`config.mk`:
```
export PLATFORM = sky130hd
export DESIGN_NAME = vram_cmd_dispatch
export DESIGN_NICKNAME = d
export VERILOG_FILES = /design/src/rtl/vram_cmd_dispatch.sv
export SDC_FILE = /design/constraint.sdc
export NUM_CORES = 1
export LEC_CHECK = 0
export BUFFER_PORTS_ARGS = -buffer_cell sky130_fd_sc_hd__clkbuf_2
export CAP_MARGIN = 20
export CORE_ASPECT_RATIO = 1.2
export CORE_MARGIN = 2
export CORE_UTILIZATION = 55
export CTS_CLUSTER_DIAMETER = 50
export DETAILED_ROUTE_END_ITERATION = 16
export GPL_TIMING_DRIVEN = 0
export PLACE_DENSITY = 0.82
export SLEW_MARGIN = 40
export SYNTH_ARGS = -nofsm -noshare
export SYNTH_HDL_FRONTEND = slang
export SYNTH_HIERARCHICAL = 1
export SYNTH_SLANG_ARGS = --single-unit
```
`constraint.sdc`:
```
create_clock -name clock -period 5.6 [get_ports clock]
set_input_delay 1.12 -clock clock [delete_from_list [all_inputs] [get_ports clock]]
set_output_delay 1.12 -clock clock [all_outputs]
set_load 0.02 [all_outputs]
```
`src/rtl/vram_cmd_dispatch.sv`:
```
// vram_cmd_dispatch: byte-stream front end for vram_control.
//   Buffers host (opcode, arg) byte pairs in an RX FIFO and strobes each pair into
//   vram_control only while it is idle. Single-byte responses from vram_control are
//   queued in a TX FIFO for the host link.
// Ports:
//   clock, reset_n                 - single clock, async active-low reset
//   rx_data_i/rx_valid_i/rx_ready_o - host command bytes in (valid/ready)
//   tx_data_o/tx_valid_o/tx_ready_i - response bytes out (valid/ready)
//   cmd_data_o/cmd_valid_o          - byte strobe to vram_control read_data_i/read_valid_i
//   busy_i                          - vram_control busy_o
//   resp_data_i/resp_valid_i        - vram_control write_data_o/write_valid_o
//   clear_errors_i                  - synchronous clear of the sticky error flags
//   error_tx_overflow_o             - sticky: response arrived with TX FIFO full
//   error_timeout_o                 - sticky: command stayed busy too long
// Build option: define VRAM_CMD_TIMEOUT_EN to enable the busy timeout watchdog.

// Generic FIFO with registered read/write pointers carrying one extra wrap bit.
// Latency: a pushed entry is visible at the head one cycle after the push.
// Backpressure: pushes while full and pops while empty are ignored; the caller gates them.
module vram_cmd_fifo #(
    parameter int AW = 4,
    parameter int W  = 8
) (
    input  logic          clock,
    input  logic          reset_n,
    input  logic          push,
    input  logic [W-1:0]  push_dat,
    input  logic          pop,
    output logic [W-1:0]  head_dat,
    output logic          full,
    output logic          empty,
    output logic [AW:0]   level
);
    logic [W-1:0] mem [2**AW];
    logic [AW:0]  wr_ptr;
    logic [AW:0]  rd_ptr;
    logic         do_push;
    logic         do_pop;

    // Wrap bits differ with equal index bits: writer is a full lap ahead.
    assign full     = (wr_ptr[AW] != rd_ptr[AW]) && (wr_ptr[AW-1:0] == rd_ptr[AW-1:0]);
    assign empty    = (wr_ptr == rd_ptr);
    assign level    = wr_ptr - rd_ptr;
    assign head_dat = mem[rd_ptr[AW-1:0]];
    assign do_push  = push && !full;
    // A pop against an empty FIFO has no head to remove; a same-cycle push still lands.
    assign do_pop   = pop && !empty;

    always_ff @(posedge clock) begin
        if (do_push) begin
            mem[wr_ptr[AW-1:0]] <= push_dat;
        end
    end

    always_ff @(posedge clock or negedge reset_n) begin
        if (!reset_n) begin
            wr_ptr <= '0;
            rd_ptr <= '0;
        end else begin
            if (do_push) wr_ptr <= wr_ptr + 1'b1;
            if (do_pop)  rd_ptr <= rd_ptr + 1'b1;
        end
    end
endmodule

// Dispatcher: releases buffered (opcode, arg) pairs to vram_control and queues responses.
// Latency: opcode strobe one cycle after a full pair is buffered and the dispatcher is idle.
// Backpressure: rx_ready_o drops when RX is full; no dispatch while busy_i or TX has no free slot.
module vram_cmd_dispatch #(
    parameter int RX_DEPTH_LOG2  = 4,
    parameter int TX_DEPTH_LOG2  = 4,
    parameter int TIMEOUT_CYCLES = 255
) (
    input  logic       clock,
    input  logic       reset_n,
    input  logic [7:0] rx_data_i,
    input  logic       rx_valid_i,
    output logic       rx_ready_o,
    output logic [7:0] tx_data_o,
    output logic       tx_valid_o,
    input  logic       tx_ready_i,
    output logic [7:0] cmd_data_o,
    output logic       cmd_valid_o,
    input  logic       busy_i,
    input  logic [7:0] resp_data_i,
    input  logic       resp_valid_i,
    input  logic       clear_errors_i,
    output logic       error_tx_overflow_o,
    output logic       error_timeout_o
);
    typedef enum logic [3:0] {
        S_IDLE = 4'b0001,
        S_OP   = 4'b0010,
        S_ARG  = 4'b0100,
        S_WAIT = 4'b1000
    } state_t;

    state_t state;
    state_t state_nxt;
    logic   wait_first;
    logic   timeout_hit;

    logic [7:0]             rx_head_dat;
    logic                   rx_full;
    logic                   rx_unused_empty;
    logic [RX_DEPTH_LOG2:0] rx_level;
    logic                   rx_pop;

    logic                   tx_full;
    logic                   tx_empty;
    logic [TX_DEPTH_LOG2:0] tx_unused_level;

    assign rx_ready_o = !rx_full;
    assign tx_valid_o = !tx_empty;

    vram_cmd_fifo #(.AW(RX_DEPTH_LOG2), .W(8)) u_rx_fifo (
        .clock    (clock),
        .reset_n  (reset_n),
        .push     (rx_valid_i && rx_ready_o),
        .push_dat (rx_data_i),
        .pop      (rx_pop),
        .head_dat (rx_head_dat),
        .full     (rx_full),
        .empty    (rx_unused_empty),
        .level    (rx_level)
    );

    // A response arriving while TX is full is dropped even if the host pops that cycle.
    vram_cmd_fifo #(.AW(TX_DEPTH_LOG2), .W(8)) u_tx_fifo (
        .clock    (clock),
        .reset_n  (reset_n),
        .push     (resp_valid_i),
        .push_dat (resp_data_i),
        .pop      (tx_ready_i && tx_valid_o),
        .head_dat (tx_data_o),
        .full     (tx_full),
        .empty    (tx_empty),
        .level    (tx_unused_level)
    );

    always_ff @(posedge clock or negedge reset_n) begin
        if (!reset_n) begin
            state      <= S_IDLE;
            wait_first <= 1'b0;
        end else begin
            state      <= state_nxt;
            wait_first <= (state == S_ARG);
        end
    end

    always_comb begin
        state_nxt   = state;
        cmd_valid_o = 1'b0;
        cmd_data_o  = 8'h00;
        rx_pop      = 1'b0;
        case (state)
            S_IDLE: begin
                // Whole pair buffered, controller free, and room for its one response.
                if ((rx_level >= (RX_DEPTH_LOG2+1)'(2)) && !busy_i && !tx_full) begin
                    state_nxt = S_OP;
                end
            end
            S_OP: begin
                cmd_valid_o = 1'b1;
                cmd_data_o  = rx_head_dat;
                rx_pop      = 1'b1;
                state_nxt   = S_ARG;
            end
            S_ARG: begin
                cmd_valid_o = 1'b1;
                cmd_data_o  = rx_head_dat;
                rx_pop      = 1'b1;
                state_nxt   = S_WAIT;
            end
            S_WAIT: begin
                // busy_i lags the arg strobe by a cycle, so the first wait cycle ignores it.
                if (timeout_hit) begin
                    state_nxt = S_IDLE;
                end else if (!wait_first && !busy_i) begin
                    state_nxt = S_IDLE;
                end
            end
            default: state_nxt = S_IDLE;
        endcase
    end

`ifdef VRAM_CMD_TIMEOUT_EN
    logic [7:0] timeout_cnt;
    logic       timeout_err;

    // Fires on the busy cycle that brings the count up to TIMEOUT_CYCLES.
    assign timeout_hit     = (state == S_WAIT) && busy_i &&
                             (timeout_cnt == 8'(TIMEOUT_CYCLES - 1));
    assign error_timeout_o = timeout_err;

    always_ff @(posedge clock or negedge reset_n) begin
        if (!reset_n) begin
            timeout_cnt <= 8'h00;
            timeout_err <= 1'b0;
        end else begin
            if (state == S_OP) begin
                timeout_cnt <= 8'h00;
            end else if ((state == S_WAIT) && busy_i) begin
                timeout_cnt <= timeout_cnt + 8'h01;
            end
            if (clear_errors_i) begin
                timeout_err <= 1'b0;
            end else if (timeout_hit) begin
                timeout_err <= 1'b1;
            end
        end
    end
`else
    logic unused_timeout_cfg;

    // Without the watchdog S_WAIT waits on busy_i forever; the limit is not used.
    assign unused_timeout_cfg = ^8'(TIMEOUT_CYCLES);
    assign timeout_hit        = 1'b0;
    assign error_timeout_o    = 1'b0;
`endif

    always_ff @(posedge clock or negedge reset_n) begin
        if (!reset_n) begin
            error_tx_overflow_o <= 1'b0;
        end else if (clear_errors_i) begin
            error_tx_overflow_o <= 1'b0;
        end else if (resp_valid_i && tx_full) begin
            error_tx_overflow_o <= 1'b1;
        end
    end
endmodule
```
==> After elaboration in Yosys (flattened, before gate mapping) <==
Memory sizes are Yosys's and may differ from the RTL's.
Cells that the tools add are included.
{ "op_classes": {"reduce_logical": 21, "add_sub_neg": 5, "magnitude_cmp": 1, "mux": 11, "eq_ne": 12} }
{ "op_table": {"columns": ["operator", "count"], "rows": [
  ["5-bit by 1-bit adder with 5-bit output (second input constant)", 4],
  ["4-bit case mux with 4 select lines", 1],
  ["1-bit logical AND", 12],
  ["5-bit equality test", 2],
  ["4-bit equality test", 2],
  ["4-bit 2-to-1 mux", 2],
  ["8-bit 2-to-1 mux", 1],
  ["1-bit 2-to-1 mux", 7],
  ["1-bit zero test", 6],
  ["5-bit by 2-bit >= comparator with 1-bit output (second input constant)", 1],
  ["5-bit subtractor", 1],
  ["4-bit by 1-bit equality test with 1-bit output (second input constant)", 1],
  ["4-bit by 2-bit equality test with 1-bit output (second input constant)", 1],
  ["4-bit by 3-bit equality test with 1-bit output (second input constant)", 1],
  ["4-bit equality test (second input constant)", 1],
  ["2-bit inequality test (second input constant)", 2],
  ["1-bit inequality test", 2],
  ["2-bit AND reduction", 1],
  ["2-bit nonzero test", 1],
  ["2-bit OR reduction", 1]
]} }
{ "word_totals": {"elab_cells": 59, "input_bits": 23, "ff_bits": 26, "ram_bits": 256, "memories": 2} }
{ "memory_table": {"columns": ["name", "depth", "width", "read_ports", "rd_clocked_by_memory_dff", "wr", "line_no", "rtl"], "rows": [
  ["u_rx_fifo.mem", 16, 8, 1, 0, 1, "34", "logic [W-1:0] mem [2**AW];"],
  ["u_tx_fifo.mem", 16, 8, 1, 0, 1, "34", null]
]} }

==> Depth between registers and ports, before layout <==
{ "logic_depth": {"ltp_word": 7, "depth_mapped": 11} }

==> By module <==
Netlist, hierarchy kept.
{ "modules_own_cells": {"columns": ["module", "n_inst", "area_per_inst_um2", "cells_per_inst"], "rows": [
  ["vram_cmd_fifo at u_rx_fifo", 1, 5750.5, 297],
  ["vram_cmd_fifo at u_tx_fifo", 1, 5696.7, 299],
  ["vram_cmd_dispatch", 1, 361.6, 38]
]} }

==> Least setup slack after synthesis <==
Ideal clock, no wire load.
{ "synth_path": {"path_type": "register to output", "start": "register u_tx_fifo.rd_ptr[1]", "end": "output tx_valid_o", "stages_incl_launch_ff": 8, "t_arrival_ps": 1738, "path_slack_ps": 2742, "t_required_ps": 4480, "n_path_buf": 2, "cell_sequence": "dfrtp_1 -> buf_2 -> clkbuf_1 -> inv_1 -> ha_1 -> and4_1 -> and2_1 -> inv_1"} }
{ "synth_via": {"elab_chain_cells": 2} }
{ "synth_lines": {"columns": ["item", "line_no", "rtl"], "rows": [
  ["from (decl)", "36", "logic [AW:0] rd_ptr;"],
  ["from (signal assigned)", "61", "if (do_pop) rd_ptr <= rd_ptr + 1'b1;"],
  ["5-bit equality test", "42", "assign empty = (wr_ptr == rd_ptr);"],
  ["named net tx_empty", "110", "logic tx_empty;"],
  ["1-bit zero test", "114", "assign tx_valid_o = !tx_empty;"],
  ["to (decl)", "80", "output logic tx_valid_o,"]
]} }
The timed path passes the listed nets, and every way through them passes these cells.

==> Worst setup path after layout <==
{ "layout_path": {"start": "register u_rx_fifo.rd_ptr[0]", "end": "output cmd_data_o[6]"} }
{ "layout_via": {"elab_chain_cells": 2} }
{ "layout_lines": {"columns": ["item", "line_no", "rtl"], "rows": [
  ["from (decl)", "36", null],
  ["from (signal assigned)", "61", null],
  ["memory read 16 x 8 bit", null, null],
  ["named net rx_head_dat[6]", "103", "logic [7:0] rx_head_dat;"],
  ["8-bit 2-to-1 mux", "156", "case (state)"],
  ["to (decl)", "82", "output logic [7:0] cmd_data_o,"]
]} }
The timed path passes the listed nets, and every way through them passes these cells.

==> flow_summary.ini <==
[global_route]
grt-ovfl-total = 0
track_usage = 0.220
grt_pass1_vias = 6219
grt_max_degree = 27
antenna_found_initial = 0
grt_pass1_wl_mm = 35.9

[sta]
setup_violations = 0
slew_violations = 0
finalClockSkew_ns = 0.0140
clock.fmax_mhz = 263
rsz0062_at_grt = false
relSlewSlack = 0.459
finalSetupTns_ns = 0
tightest_slew_ns = 0.808
hold_violations = 0
period_share = 0.680
finalCriticalPeriod_ns = 3.81

[layout]
layout_common_cells = edfxtp_1, mux2i_1, clkbuf_2, mux4_2, clkbuf_16
stdcell_area_um2 = 13100
final_common_cell = edfxtp_1
nFillCells = 1387
area_delta_synth_final_pct = 11.9
num_antenna_cells = 0
layout-drive-gt1-share = 0.208
fin_nets = 740

[die]
die-area_um2 = 22500
die_h_um = 164
core_um2 = 21000
rows = 58
start_util = 0.559
dieWidth_um = 137
io_pins = 44

[worst_setup_path]
critical_path_class = register to output pin
end_kind = output pin
worst_path_most_repeated_cell = o21ai_0
cp-start-kind = register
arrival_ns = 2.69
critPathRequiredTime_ns = 4.48
critical_path_buf_inv_count = 3
crit_chain = buf_6 > buf_8 > mux4_2 > o21ai_0 > o21ai_0 > and2_1 > clkbuf_2
cpPeakStageDelay_ns = 0.50
cp_slowest_cell = mux4_2
cp_top_family = compound AO/OA/AOI/OAI gates
critPathMaxFanout = 10

[route]
drc = 0
dr.first_iter.drc_count = 541
wl_per_cell_um = 24.2
ant_nets = 0
drt_wl_total_mm = 23.8
vias = 6040
viasPerCell = 6.14
drtPass1Iterations = 5

[clocking]
post_cts_buffers = 0
hold_buffers = 0
cts_tree = built
clockRootBuffer = clkbuf_16
cts_max_level = 1
cts.sinks = 282
clock_latency_ns = 0.52
clkSlewWorstSetupHoldPaths_ns = 0.06
cts_resized = 0
numCtsBuffers = 27
cts_buffer_depth = 3

[placement]
dp_hpwl_mm = 15.8
routabilityCongestion = 0.840
portBuffers = 42
placed_area_um2 = 12300

[status]
status = finished, final reports clean

[synth]
yosysWarnings = 6
synth_area_um2 = 11700
syn_area_per_cell_um2 = 18.8
postSynthNetCount = 664
synth_cells = 622

[run]
drv_cap = 0

[power_and_ir_drop]
p_leak_nw = 4.58
p_per_area_nw_per_um2 = 507
ir_worst_vdd_uv = 335

[hold_path]
hp-class = register to register
[worst reg2reg max path, stage by stage (launching register included)]
cell and delay [ns]:
dfrtp_1 0.36, buf_2 0.20, clkbuf_1 0.53, inv_1 0.16, ha_1 0.32, nand4_1 0.14, o21ai_1 0.22, nor3b_1 0.49
and2_1 0.52
[layout make-up]
class / instances / area (um2) / area share
Clock inverter: 8 / 60.1 / 0.00458
Timing Repair Buffer: 47 / 235 / 0.0179
Sequential cell: 282 / 8340 / 0.636
Buffer: 29 / 260 / 0.0199
Tap cell: 270 / 338 / 0.0258
Inverter: 19 / 71.3 / 0.00544
Multi-Input combinational cell: 292 / 3100 / 0.236
Clock buffer: 36 / 709 / 0.0541
[per-stage QoR]
stage / utilization / hold WS (ns) / std cells / setup slack, ns / power (mW)
2_1_floorplan: - / 0.497 / 622 / 2.80 / 4.35
3_3_place_gp: 0.585 / 0.489 / 934 / 2.07 / 4.92
3_5_place_dp: 0.588 / 0.491 / 939 / 2.36 / 5.03
4_1_cts: 0.625 / 0.506 / 983 / 1.80 / 6.67
5_1_grt: 0.625 / 0.531 / 983 / 1.67 / 6.93
6_report: 0.625 / 0.499 / 983 / 1.79 / 6.64
[layer usage]
layer,up-vias,share of wire,global-route usage
met5,-,0,0
met4,0,0.038,0.0853
met3,65,0.060,0.0352
met2,248,0.55,0.402
met1,3080,0.35,0.257
li1,2647,-,-
[power breakdown]
group	total (mW)	switching, mW	internal [mW]	leakage [nW]
registers	2.71	0.132	2.57	2.64
clock network	1.61	0.686	0.923	0.375
logic	2.33	1.35	0.975	1.57
[worst paths after layout]
kind / startpoint / end / cells past startpoint / slack [ns]
setup / recovery: u_rx_fifo/rd_ptr[0]$_DFFE_PN0P_ / cmd_data_o[6] / 7 / 1.79
hold / removal: error_tx_overflow_o$_DFFE_PN0P_ / error_tx_overflow_o$_DFFE_PN0P_ / 2 / 0.50
setup reg to reg: u_tx_fifo/rd_ptr[1]$_DFFE_PN0P_ / u_tx_fifo/mem[7][5]$_DFFE_PP_ / 8 / 2.29
hold reg to reg: error_tx_overflow_o$_DFFE_PN0P_ / error_tx_overflow_o$_DFFE_PN0P_ / 2 / 0.50
max in group asynchronous: reset_n / u_rx_fifo/rd_ptr[2]$_DFFE_PN0P_ / 1 / 4.52
min in group asynchronous: reset_n / error_tx_overflow_o$_DFFE_PN0P_ / 1 / 0.63
[registers in the layout, summed over array words and instances (netlist names)]
signal and cells:
error_tx_overflow_o 1, state 4, u_rx_fifo/mem 128, u_tx_fifo/rd_ptr 5
u_tx_fifo/mem 128, u_rx_fifo/wr_ptr 5, wait_first 1, u_tx_fifo/wr_ptr 5
u_rx_fifo/rd_ptr 5
(Power assumes the default switching activity.)
